`src/rtl/alu_seq.sv`:
```
// alu_seq: registered sequential ALU, one operation per START/DONE handshake.
// Logic, move, add and sub finish in one cycle. Shifts and rotates step one bit per cycle.
//
// Optional feature macro: ALU_SEQ_ROTATE_EN
//   defined   -> opcodes 9 (ROR) and 10 (ROL) rotate through carry on {SC_IN, A}
//   undefined -> opcodes 9 and 10 decode as illegal, and no rotate logic is built
//
// Parameters:
//   W   datapath width (>= 4)
//   CW  shift-amount field width, $clog2(W)+1 (derived, not overridable)
//
// Ports:
//   i_clk      clock, rising edge
//   i_reset    synchronous active-high reset
//   i_start    request, sampled only while idle
//   i_op       4-bit opcode, captured with i_start
//   i_inputa   operand A, captured with i_start
//   i_inputb   operand B or shift amount (low CW bits), captured with i_start
//   i_sc_in    carry in, captured with i_start
//   o_busy     high whenever the unit is not idle
//   o_done     one-cycle pulse; results are valid in this cycle
//   o_out      registered result, held until the next o_done
//   o_sc_out   registered carry, or the last bit shifted out
//   o_zero     registered (o_out == 0)
//   o_illegal  high together with o_done for an unsupported opcode
module alu_seq #(
    parameter  int W  = 8,
    localparam int CW = $clog2(W) + 1
) (
    input  logic         i_clk,
    input  logic         i_reset,
    input  logic         i_start,
    input  logic [3:0]   i_op,
    input  logic [W-1:0] i_inputa,
    input  logic [W-1:0] i_inputb,
    input  logic         i_sc_in,
    output logic         o_busy,
    output logic         o_done,
    output logic [W-1:0] o_out,
    output logic         o_sc_out,
    output logic         o_zero,
    output logic         o_illegal
);

    localparam logic [3:0] OP_MOV  = 4'd0;
    localparam logic [3:0] OP_MOVR = 4'd1;
    localparam logic [3:0] OP_XOR  = 4'd2;
    localparam logic [3:0] OP_OR   = 4'd3;
    localparam logic [3:0] OP_AND  = 4'd4;
    localparam logic [3:0] OP_ADD  = 4'd5;
    localparam logic [3:0] OP_SUB  = 4'd6;
    localparam logic [3:0] OP_SHR  = 4'd7;
    localparam logic [3:0] OP_SHL  = 4'd8;
`ifdef ALU_SEQ_ROTATE_EN
    localparam logic [3:0] OP_ROR  = 4'd9;
    localparam logic [3:0] OP_ROL  = 4'd10;
`endif

    // Logical shifts saturate here: past W+1 steps nothing changes any more.
    localparam logic [CW-1:0] SH_MAX = CW'(W + 1);

    typedef enum logic [1:0] {
        S_IDLE  = 2'd0,
        S_SHIFT = 2'd1,
        S_FIN   = 2'd2
    } state_t;

    state_t          r_state;
    state_t          w_state_nxt;

    logic [3:0]      r_op;
    logic [W-1:0]    r_a;
    logic            r_c;
    logic [CW-1:0]   r_cnt;

    logic [W-1:0]    r_out;
    logic            r_sc;
    logic            r_zero;
    logic            r_illegal;

    logic [CW-1:0]   w_amt;
    logic [CW-1:0]   w_n;
    logic            w_shift_op;
    logic            w_go_shift;
    logic [W-1:0]    w_res;
    logic            w_c;
    logic            w_ill;

    logic [W-1:0]    w_step_a;
    logic            w_step_c;

    logic            w_accept;
    logic            w_last;

    // ------------------------------------------------------------------
    // Decode of the incoming request. Single-cycle results are produced
    // here directly from the inputs and loaded on the acceptance edge.
    // ------------------------------------------------------------------
    assign w_amt = i_inputb[CW-1:0];

    always_comb begin
        w_shift_op = 1'b0;
        w_n        = '0;
        w_res      = '0;
        w_c        = 1'b0;
        w_ill      = 1'b0;
        case (i_op)
            OP_MOV: begin
                w_res = i_inputa;
            end
            OP_MOVR: begin
                w_res = i_inputb;
            end
            OP_XOR: begin
                w_res = i_inputa ^ i_inputb;
            end
            OP_OR: begin
                w_res = i_inputa | i_inputb;
            end
            OP_AND: begin
                w_res = i_inputa & i_inputb;
            end
            OP_ADD: begin
                {w_c, w_res} = {1'b0, i_inputa}
                             + {1'b0, i_inputb}
                             + {{W{1'b0}}, i_sc_in};
            end
            OP_SUB: begin
                // Carry out set means no borrow.
                {w_c, w_res} = {1'b0, i_inputa}
                             + {1'b0, ~i_inputb}
                             + {{W{1'b0}}, 1'b1};
            end
            OP_SHR, OP_SHL: begin
                w_shift_op = 1'b1;
                w_n        = (w_amt > SH_MAX) ? SH_MAX : w_amt;
                w_res      = i_inputa;
                w_c        = 1'b0;
            end
`ifdef ALU_SEQ_ROTATE_EN
            OP_ROR, OP_ROL: begin
                // Zero-step rotate leaves {SC_IN, A} untouched.
                w_shift_op = 1'b1;
                w_n        = w_amt;
                w_res      = i_inputa;
                w_c        = i_sc_in;
            end
`endif
            default: begin
                w_ill = 1'b1;
            end
        endcase
    end

    assign w_go_shift = w_shift_op && (w_n != '0);

    // ------------------------------------------------------------------
    // One single-bit step of the captured shift/rotate.
    // ------------------------------------------------------------------
    always_comb begin
        w_step_a = r_a;
        w_step_c = r_c;
        case (r_op)
            OP_SHR: begin
                w_step_a = {1'b0, r_a[W-1:1]};
                w_step_c = r_a[0];
            end
            OP_SHL: begin
                {w_step_c, w_step_a} = {r_a, 1'b0};
            end
`ifdef ALU_SEQ_ROTATE_EN
            OP_ROR: begin
                {w_step_a, w_step_c} = {r_c, r_a};
            end
            OP_ROL: begin
                {w_step_c, w_step_a} = {r_a, r_c};
            end
`endif
            default: begin
                w_step_a = r_a;
                w_step_c = r_c;
            end
        endcase
    end

    // ------------------------------------------------------------------
    // Control FSM
    // ------------------------------------------------------------------
    always_ff @(posedge i_clk) begin
        if (i_reset) begin
            r_state <= S_IDLE;
        end else begin
            r_state <= w_state_nxt;
        end
    end

    always_comb begin
        w_state_nxt = r_state;
        w_accept    = 1'b0;
        w_last      = 1'b0;
        case (r_state)
            S_IDLE: begin
                if (i_start) begin
                    w_accept    = 1'b1;
                    w_state_nxt = w_go_shift ? S_SHIFT : S_FIN;
                end
            end
            S_SHIFT: begin
                if (r_cnt == CW'(1)) begin
                    w_last      = 1'b1;
                    w_state_nxt = S_FIN;
                end
            end
            S_FIN: begin
                w_state_nxt = S_IDLE;
            end
            default: begin
                w_state_nxt = S_IDLE;
            end
        endcase
    end

    // ------------------------------------------------------------------
    // Datapath registers. Visible results change only on the edge that
    // enters FIN; intermediate shift values stay in r_a/r_c.
    // ------------------------------------------------------------------
    always_ff @(posedge i_clk) begin
        if (i_reset) begin
            r_op      <= '0;
            r_a       <= '0;
            r_c       <= 1'b0;
            r_cnt     <= '0;
            r_out     <= '0;
            r_sc      <= 1'b0;
            r_zero    <= 1'b1;
            r_illegal <= 1'b0;
        end else begin
            // The illegal flag lives only for the FIN cycle.
            r_illegal <= 1'b0;
            if (w_accept) begin
                r_op  <= i_op;
                r_a   <= i_inputa;
                r_c   <= i_sc_in;
                r_cnt <= w_n;
                if (!w_go_shift) begin
                    r_out     <= w_res;
                    r_sc      <= w_c;
                    r_zero    <= (w_res == '0);
                    r_illegal <= w_ill;
                end
            end else if (r_state == S_SHIFT) begin
                r_a   <= w_step_a;
                r_c   <= w_step_c;
                r_cnt <= r_cnt - CW'(1);
                if (w_last) begin
                    r_out  <= w_step_a;
                    r_sc   <= w_step_c;
                    r_zero <= (w_step_a == '0);
                end
            end
        end
    end

    assign o_busy    = (r_state != S_IDLE);
    assign o_done    = (r_state == S_FIN);
    assign o_out     = r_out;
    assign o_sc_out  = r_sc;
    assign o_zero    = r_zero;
    assign o_illegal = r_illegal;

endmodule

```
`config.mk`:
```
export PLATFORM = sky130hd
export DESIGN_NAME = alu_seq
export DESIGN_NICKNAME = d
export VERILOG_FILES = /design/src/rtl/alu_seq.sv
export SDC_FILE = /design/constraint.sdc
export NUM_CORES = 1
export LEC_CHECK = 0
export BUFFER_PORTS_ARGS = -buffer_cell sky130_fd_sc_hd__buf_2
export CAP_MARGIN = 5
export CORE_UTILIZATION = 35
export DETAILED_ROUTE_END_ITERATION = 10
export GPL_ROUTABILITY_DRIVEN = 0
export GPL_TIMING_DRIVEN = 0
export SYNTH_ARGS = -nofsm -noshare
export SYNTH_HDL_FRONTEND = slang
export SYNTH_SLANG_ARGS = --single-unit
```
`constraint.sdc`:
```
create_clock -name i_clk -period 2.4 [get_ports i_clk]
set_clock_uncertainty 0.05 [all_clocks]
set_input_delay 0.12 -clock i_clk [delete_from_list [all_inputs] [get_ports i_clk]]
set_output_delay 0.12 -clock i_clk [all_outputs]
set_load 0.005 [all_outputs]
```
==> flow_summary_export.csv <==
group,metric,value,unit
final_layout,area_growth,16.54,%
worst_setup_path,crit_fanout,6,
placement,portBuffers,35,
cts,clkSlewWorstSetupHoldPaths,0.07,ns
placement,placed_area,3171,um2
power_and_ir_drop,power_frac_comb,0.342,
detailed_routing,num_vias,3017,
synthesis,synth_top_flop_cell,"dfxtp_1",
worst_setup_path,critPathKind,"input port to flop",
detailed_routing,drtIter0Drc,190,
synthesis,synth_edf_count,0,
timing,post-route-period-util,0.9703,
cts,htreeDepth,2,
worst_setup_path,worstPathArrival,2.50,ns
power_and_ir_drop,power_frac_seq,0.368,
synthesis,netlist_area,2868,um2
global_route,grt_pass1_wl,14350,um
cts,postCtsHoldBufs,0,
final_layout,antenna_cells,0,
cts,root_buffer,"clkbuf_8",
timing,setup_viol,0,
global_route,grtUsageTotal,0.2119,
global_route,grt_pass1_vias,2857,
worst_setup_path,critPathCaptureType,"flop",
power_and_ir_drop,power_density,453.2,nW/um2
worst_hold_path,hp-start,"i_reset",
cts,clock-sinks,30,
synthesis,syn_avg_cell_area,7.488,um2
worst_hold_path,hold_class,"input port to flop",
synthesis,synth.largest_area_cell,"dfxtp_1",
cts,numCtsBuffers,5,
final_layout,layout-drive-gt1-share,0.1967,
global_route,grt_overflow,0,
power_and_ir_drop,p_total,1.514,mW
synthesis,ys_seq_area_frac,0.2094,
timing,maxSlewViolCount,0,
synthesis,synth_area_leaders,"dfxtp_1 21%, ha_1 11%, a21oi_1 7.0%, nor2_1 5.9%, a22oi_1 5.5%",
detailed_routing,vias_per_cell,5.703,
worst_setup_path,crit_start,"i_inputb[1]",
floorplanning,chipWidth,92.52,um
worst_setup_path,cp-start-kind,"input port",
cts,cts_tree,"yes",
timing,fmax,429.4,MHz
final_layout,nets,479,
power_and_ir_drop,p_clk_frac,0.290,
global_route,antenna_found_initial,0,
floorplanning,coreArea,7807,um2
status,status,"complete, no violations",
synthesis,synthCells,383,
synthesis,syn-num-nets,436,
timing,fin_crit,2.329,ns
worst_setup_path,r2r_start,"r_op[1]",
detailed_routing,routed_wl,8571,um
power_and_ir_drop,p_switching,0.5444,mW
synthesis,synth_top_area_frac,0.2094,
power_and_ir_drop,ir_drop,177.8,uV
timing,worst_pin_slew,0.7806,ns
detailed_routing,firstDrtPassIters,4,
timing,timing.final.hold_violations,0,
floorplanning,die_h,92.52,um
floorplanning,std_cell_rows,32,
floorplanning,ios,37,
synthesis,async_flop_share,0,
placement,dp.cells,520,
detailed_routing,routedWlPerCell,16.20,um
worst_setup_path,critical_path_required,2.57,ns
synthesis,yosysWarningCount,0,
job,cap_violations,0,
detailed_routing,ant_nets,0,
detailed_routing,post-route-drc-count,0,
final_layout,final_area,3342,um2
floorplanning,die_area,8560,um2
cts,cts.path.max_buffers,2,
synthesis,synth-seq-cells,30,
power_and_ir_drop,power.leakage,1.422,nW
timing,relSlewSlack,0.4777,
timing,fin_setup_tns,0,ns
synthesis,synthDistinctLibCells,68,
global_route,grt_max_degree,11,
final_layout,final_cells,529,
power_and_ir_drop,internal_power,0.9700,mW
cts,clock_latency,0.29,ns
placement,post-dp-hpwl,6594,um
power_and_ir_drop,sw_frac_of_total,0.3595,
timing,whs,0.02060,ns
floorplanning,floorplan.initialDensity,0.3673,
==> per-layer routing <==
layer / global-route usage / vias up / share of wire / wire length, um
li1: - / 1464 / - / -
met1: 0.2909 / 1446 / 0.47 / 4010
met2: 0.3407 / 95 / 0.46 / 3947
met3: 0.03366 / 12 / 0.058 / 498
met4: 0.05990 / 0 / 0.013 / 115
met5: 0 / - / 0 / 0
==> synth_stat cells (all sizes together), types with 4 or more instances <==
master / number
nor3: 11
nand2: 42
nand3: 8
a22oi: 21
nand2b: 6
a211oi: 4
inv: 28
nor2: 47
o211ai: 4
a21oi: 40
and2: 4
a221oi: 4
nor4b: 5
buf: 13
clkbuf: 10
dfxtp: 30
ha: 26
o21ai: 13
nand3b: 4
nor2b: 5
==> cell usage in the layout (no fill, tap or decap), types with 4 or more instances in the layout <==
cell / count
inv_1: 27
nand2b_1: 6
o211ai_1: 4
nor3_1: 10
clkbuf_1: 10
nand2_1: 42
ha_1: 25
a221oi_1: 4
nand3_1: 8
a21oi_1: 39
nand3b_1: 4
nor2_1: 45
buf_2: 41
a22oi_1: 21
clkbuf_8: 6
o21ai_0: 11
dfxtp_1: 30
==> final cells by class <==
class                   count  area, um2
inverters                  28      107.6
plain buffers              23      125.1
clock buffers               6      82.58
repair buffers             36      185.2
well taps                 102      127.6
fillers                   850       4466
clock inverters             2      12.51
multi-input cells         302       2101
flip-flops and latches     30      600.6
==> sequential cells by signal, summed over array words and instances, names as in the netlist, 2 cells and up <==
signal   flops
r_state      2
o_out        8
r_cnt        4
r_op         4
r_a          8
==> path summary, 6_finish.rpt <==
| path | to | slack (ns) | cells past startpoint |
|---|---|---|---|
| setup / recovery | o_zero | 0.07 | 10 |
| hold / removal | r_cnt[3] | 0.02 | 2 |
| setup reg to reg | r_a[0] | 0.25 | 7 |
| hold reg to reg | o_out[3] | 0.40 | 2 |
==> cells by family (layout without fill, tap and decap cells) <==
family,after synthesis,in the layout,synth area share
AOI/OAI and AO/OA,122,122,0.2910
adders and majority gates,29,29,0.1344
buffers and inverters,51,95,0.08028
DFF,30,30,0.2094
muxes,2,2,0.007417
and+or+nand+nor,149,149,0.2775
==> critical path, stage by stage <==
cell,delay [ns]
buf_2,0.16
inv_1,0.14
ha_1,0.33
a21oi_1,0.23
o211ai_1,0.19
o41ai_1,0.43
nor3_1,0.11
nor4b_2,0.37
nand4_1,0.19
a32oi_1,0.21
==> stage by stage <==
stage | worst slack, ns | util
floorplan | 0.2584 | -
global placement | -0.4319 | 0.4061
detailed placement | -0.4357 | 0.4061
CTS | 0.01264 | 0.4189
global route | -0.008222 | 0.4280
finish | 0.07133 | 0.4280
==> power by group through the flow <==
stage          sequential [mW]  clock, mW  combinational [mW]
6_report                 0.558      0.438               0.518
5_1_grt                  0.563      0.471               0.576
4_1_cts                  0.558      0.447               0.491
3_5_place_dp             0.569          0               0.487
3_3_place_gp             0.568          0               0.480
2_1_floorplan            0.565          0               0.335
==> what timing repair did <==
item,4_1_cts,5_1_grt
endpoints found under the hold margin,0,0
pin swaps,0,9
setup buffers,0,1
gates resized for setup,1,17
endpoints found under the setup margin,1,5
No activity file was read; power rests on OpenSTA's default activity.
